===== config.mk =====
export PLATFORM = sky130hd
export DESIGN_NAME = s2_lane_serializer_flat
export DESIGN_NICKNAME = d
export VERILOG_FILES = /design/src/rtl/s2_lane_serializer_if.sv /design/src/rtl/s2_lane_serializer.sv /design/src/flat_wrapper.sv
export SDC_FILE = /design/constraint.sdc
export NUM_CORES = 1
export LEC_CHECK = 0
export CELL_PAD_IN_SITES_DETAIL_PLACEMENT = 0
export CELL_PAD_IN_SITES_GLOBAL_PLACEMENT = 1
export CORE_MARGIN = 4
export CORE_UTILIZATION = 40
export CTS_BUF_LIST = sky130_fd_sc_hd__clkbuf_8
export CTS_CLUSTER_SIZE = 28
export DETAILED_ROUTE_END_ITERATION = 6
export HOLD_SLACK_MARGIN = 0.02
export PLACE_DENSITY_LB_ADDON = 0.1
export SYNTH_ARGS = -nofsm -noshare
export SYNTH_HDL_FRONTEND = slang
export SYNTH_SLANG_ARGS = --single-unit

===== constraint.sdc =====
create_clock -name clk -period 2.5 [get_ports clk]
set_clock_uncertainty 0.2 [all_clocks]
set_input_delay 0.5 -clock clk [delete_from_list [all_inputs] [get_ports clk]]
set_output_delay 0.5 -clock clk [all_outputs]
set_load 0.1 [all_outputs]

===== src/rtl/s2_lane_serializer_if.sv =====
// Word-in / lane-out bus of the s2 lane serializer.
// The master side is the word producer plus the lane consumer; the slave side is the serializer.
interface s2_lane_serializer_if #(
    parameter int DW = 16,
    parameter int LW = 8
);
    localparam int SELW = $clog2(DW / LW);

    logic            pl;
    logic            plr;
    logic            mode;
    logic [SELW-1:0] sel;
    logic [DW-1:0]   di;
    logic [LW-1:0]   dout;
    logic            do_valid;
    logic            do_ready;
    logic            busy;
    logic            done;

    modport master (
        output pl, plr, mode, sel, di, do_ready,
        input  dout, do_valid, busy, done
    );

    modport slave (
        input  pl, plr, mode, sel, di, do_ready,
        output dout, do_valid, busy, done
    );
endinterface


===== src/rtl/s2_lane_serializer.sv =====
// Latches a DW-bit word and hands it out LW bits at a time, either one
// selected lane per plr strobe or as a valid/ready stream of every lane.
module s2_lane_serializer #(
    parameter int DW        = 16,
    parameter int LW        = 8,
    parameter int MSB_FIRST = 0
) (
    input logic                  clk,
    input logic                  reset,
    s2_lane_serializer_if.slave  bus
);
    localparam int LANES = DW / LW;
    localparam int SELW  = $clog2(LANES);

    typedef enum logic {IDLE, STREAM} state_t;

    state_t          state;
    logic [DW-1:0]   hold;
    logic [SELW-1:0] cnt;
    logic [LW-1:0]   dout_q;
    logic            valid_q;
    logic            busy_q;
    logic            done_q;

    function automatic logic [LW-1:0] lane_of(input logic [DW-1:0] w, input int k);
        return w[k*LW +: LW];
    endfunction

    // Stream position p maps to physical lane p, or the mirror of it when MSB_FIRST is set.
    function automatic int lane_idx(input int p);
        return (MSB_FIRST != 0) ? (LANES - 1 - p) : p;
    endfunction

    always_ff @(posedge clk) begin
        if (reset) begin
            state   <= IDLE;
            hold    <= '0;
            cnt     <= '0;
            dout_q  <= '0;
            valid_q <= 1'b0;
            busy_q  <= 1'b0;
            done_q  <= 1'b0;
        end else begin
            done_q <= 1'b0;
            case (state)
                IDLE: begin
                    valid_q <= 1'b0;
                    if (bus.pl && bus.mode) begin
                        hold    <= bus.di;
                        cnt     <= '0;
                        dout_q  <= lane_of(bus.di, lane_idx(0));
                        valid_q <= 1'b1;
                        busy_q  <= 1'b1;
                        state   <= STREAM;
                    end else begin
                        if (bus.pl) begin
                            hold <= bus.di;
                        end
                        // A same-cycle pl feeds the new word straight through to the lane mux.
                        if (bus.plr) begin
                            if (int'(bus.sel) >= LANES) begin
                                dout_q <= '0;
                            end else begin
                                dout_q <= lane_of(bus.pl ? bus.di : hold, int'(bus.sel));
                            end
                            valid_q <= 1'b1;
                        end
                    end
                end
                STREAM: begin
                    if (valid_q && bus.do_ready) begin
                        if (int'(cnt) == LANES - 1) begin
                            valid_q <= 1'b0;
                            busy_q  <= 1'b0;
                            done_q  <= 1'b1;
                            state   <= IDLE;
                        end else begin
                            cnt    <= cnt + SELW'(1);
                            dout_q <= lane_of(hold, lane_idx(int'(cnt) + 1));
                        end
                    end
                end
                default: state <= IDLE;
            endcase
        end
    end

    assign bus.dout     = dout_q;
    assign bus.do_valid = valid_q;
    assign bus.busy     = busy_q;
    assign bus.done     = done_q;
endmodule


===== src/flat_wrapper.sv =====
// flat-port wrapper written by rule: the top's interface ports become plain ports
module s2_lane_serializer_flat 
#(
    parameter int DW        = 16,
    parameter int LW        = 8,
    parameter int MSB_FIRST = 0
)
  (clk, reset, bus_pl, bus_plr, bus_mode, bus_sel, bus_di, bus_do_ready, bus_dout, bus_do_valid, bus_busy, bus_done);
  s2_lane_serializer_if #(.DW(DW), .LW(LW)) bus_i ();
  input logic clk;
  input logic reset;
  input wire logic [$bits(bus_i.pl)-1:0] bus_pl;
  input wire logic [$bits(bus_i.plr)-1:0] bus_plr;
  input wire logic [$bits(bus_i.mode)-1:0] bus_mode;
  input wire logic [$bits(bus_i.sel)-1:0] bus_sel;
  input wire logic [$bits(bus_i.di)-1:0] bus_di;
  input wire logic [$bits(bus_i.do_ready)-1:0] bus_do_ready;
  output wire logic [$bits(bus_i.dout)-1:0] bus_dout;
  output wire logic [$bits(bus_i.do_valid)-1:0] bus_do_valid;
  output wire logic [$bits(bus_i.busy)-1:0] bus_busy;
  output wire logic [$bits(bus_i.done)-1:0] bus_done;
  assign bus_i.pl = bus_pl;
  assign bus_i.plr = bus_plr;
  assign bus_i.mode = bus_mode;
  assign bus_i.sel = bus_sel;
  assign bus_i.di = bus_di;
  assign bus_i.do_ready = bus_do_ready;
  assign bus_dout = bus_i.dout;
  assign bus_do_valid = bus_i.do_valid;
  assign bus_busy = bus_i.busy;
  assign bus_done = bus_i.done;
  s2_lane_serializer #(.DW(DW), .LW(LW), .MSB_FIRST(MSB_FIRST)) u_core (.clk(clk), .reset(reset), .bus(bus_i));
endmodule

==> summary.md <==
The final max-slew violation count came out at 0. The all-layer global routing usage is 0.189, and the count of nets after finishing is 231. The share of Yosys cell area claimed by the top area cell type is 0.408. Counting every instance in the synthesized netlist gives 175. Detailed placement ended at an HPWL of 2.72 mm. The number of buffers added on ports was 33.

The horizontal die dimension is 67.7 um, and the post-cts sizing count is 0. By count the netlist is led by nand2_1 (50), dfxtp_1 (29), a21oi_1 (19). Clock tree synthesis selected as its root buffer the cell clkbuf_8.

The fraction of registers with async set/reset was 0. The worst-case IR drop observed on VDD is 0.351 mV. The fraction of layout instances using a drive strength above 1 works out to 0.144.

For the number of distinct library cells after synthesis, the log shows 24. After synthesis, the cell types taking the most area are dfxtp_1 (41%), nand2_1 (13%), o2bb2ai_1 (6.8%), a21oi_1 (6.7%), a222oi_1 (5.6%). Counting every sink on the clock net gives 29.

The run gives 0 as the number of antenna cells inserted. By instance count, the leading cell after synthesis is nand2_1. 34 I/O pins were placed.

The data arrival at the endpoint of the critical path was 2080 ps. The core region is 0.00339 sq mm. The run gives 0.582 as the worst max-slew margin expressed relative to the limit. The count of fill cells added during filler insertion was 348; the largest fanout of any net on the critical path was 16.

The routed length per placed instance was 14.9 um. The number of antenna violations at the first check in global routing is 0. For the number of remaining DRC errors, the log shows 0. The routed design has 3.78 mm of wire.

Sequential share of the synthesized area: 0.408. The most instantiated flip-flop cell in the synthesis netlist is dfxtp_1. The vertical die dimension is 67.7 um.

The count of nets left with antenna violations once routing finished came out at 0. The worst min-delay path class was reg -> reg. The clock period could shrink to 2130 ps. Setup total negative slack on the finished layout was measured at 0 ps. The clock passes through at most 2 buffers.

Setup violations remaining at the end of the flow were counted as 0. For the area of the die, the log shows 0.00458 sq mm. After routing the design area is 0.00184 sq mm.

Dividing total power by cell area gives a power density of 668 mW/mm^2. From synthesis to final layout, the design area changed by 29.1%. The initialized floorplan defines 21 standard-cell rows. In this run, post-CTS hold repair placed 0 buffers. The starting density of the core is 0.420, and the post-placement cell area is 0.00175 sq mm.

The total number of vias was 1404; the mean instance size in the synthesized netlist was 8.14 sq um. The tools report the via count of the first global-routing pass as 1356. The post-synthesis sequential element count is 29. At the worst endpoint, the required time is 2440 ps. CTS built an H-tree with a depth of 2. Using the TritonRoute via totals, the vias-per-cell ratio works out to 5.53.

Startpoint class of the critical path: an input pin. Setup repair after global routing left no endpoint under its margin. In this run the static leakage power is 0.697 nW. The run gives 5 as the detailed-routing iteration count for the pre-antenna-repair pass.

The number of nets in the synthesized netlist is 198. The number of endpoints with negative hold slack in the final report was 0. The tools report the post-synthesis instance area as 0.00142 sq mm. Counting the buffers created by CTS gives 5.

Clock-pin slew was measured on the worst setup and hold paths at 60 ps. Registers take 581 sq um. Global routing finished with a remaining overflow of 0. The weighted congestion at the end of routability-driven global placement came out at 0.765. For the largest net degree at the start of global routing, the log shows 30.

In this run, synthesis inferred 0 flip-flops with an integrated enable. The maximum clock frequency is 469 MHz. The leading area contributor after synthesis was dfxtp_1.

The number of violations of the max-capacitance limit is 0. The type of the worst setup path is in -> reg. Global-route wire length before repair: 6.37 mm.

The run gives 0 as the count of yosys warnings during synthesis. The flow ran to the end, and the final reports show no timing, DRC or antenna violations. STA classifies the critical path endpoint as a register. The multi-input combinational cells in the finished layout cover a total of 739 sq um.

The number of post-CTS setup repair buffers came out at 0. At the pin with the least slew margin, the transition time is 626 ps. The ratio of final minimum period to clock period is 0.853, and the worst-skew pair later-pin latency is 280 ps. The detailed router finished its first iteration with 161 violations. TritonCTS built the clock tree.
## routing by layer
metal | vias up | global-route usage | part of all wire
met3 | 8 | 0.0416 | 0.087
met4 | 0 | 0.0835 | 0.018
li1 | 697 | - | -
met2 | 55 | 0.287 | 0.44
met5 | - | 0 | 0
met1 | 644 | 0.253 | 0.45
## final cells by class
class                           count  area share
Tap cell                           46      0.0313
Inverter                            1     0.00204
Multi-Input combinational cell    129       0.402
Clock buffer                        6      0.0449
Sequential cell                    29       0.316
Timing Repair Buffer               42       0.201
Clock inverter                      1     0.00204
## flip-flops by register name, summed over array words and instances (netlist names)
register and cells:
u_core.bus.done 1, u_core.bus.do_valid 1, u_core.bus.busy 1, u_core.hold 16, u_core.cnt 1, u_core.state 1, u_core.bus.dout 8
## critical path, cell delays in order
cell and delay (ps):
clkdlybuf4s50_1 420, buf_4 210, nor2b_1 190, a22o_1 220, a222oi_1 390, a311oi_1 150
## report_power, final
part / switching [mW] / internal [mW]
Sequential: 0.0243 / 0.495
Combinational: 0.216 / 0.110
Clock: 0.169 / 0.214
Total: 0.409 / 0.819
## cells in the final DEF, fill, tap and decap left out, drive strengths merged
master,n
a211oi,2
a21oi,19
a222oi,8
a22o,3
a22oi,2
a311oi,8
a31oi,1
and2,1
and3,1
buf,20
clkbuf,6
clkdlybuf4s50,22
dfxtp,29
inv,2
nand2,50
nand2b,4
nand3,1
nor2,12
nor2b,4
nor3b,1
o22ai,1
o2bb2ai,11
## per-stage QoR
stage	hold slack [ps]	setup WS [ps]	instances	total power, mW	utilization
2_1_floorplan	237	317	175	0.757	-
3_3_place_gp	250	132	247	0.851	0.517
3_5_place_dp	253	86.5	247	0.856	0.517
4_1_cts	261	385	254	1.24	0.542
5_1_grt	288	239	254	1.28	0.542
6_report	258	367	254	1.23	0.542
## cell families after synthesis
kind of cell | synth area share
simple gates | 0.227
compound gates | 0.293
flops | 0.408
buf+inv | 0.0729
## path summary, 6_finish.rpt
check | startpoint | to | slack, ps | cells after the start
setup / recovery | bus_pl | u_core.bus.dout[5] | 370 | 6
hold / removal | u_core.hold[2] | u_core.hold[2] | 260 | 2
setup reg to reg | u_core.state | u_core.bus.dout[0] | 750 | 5
hold reg to reg | u_core.hold[2] | u_core.hold[2] | 260 | 2
No activity file was read; power rests on OpenSTA's default activity.
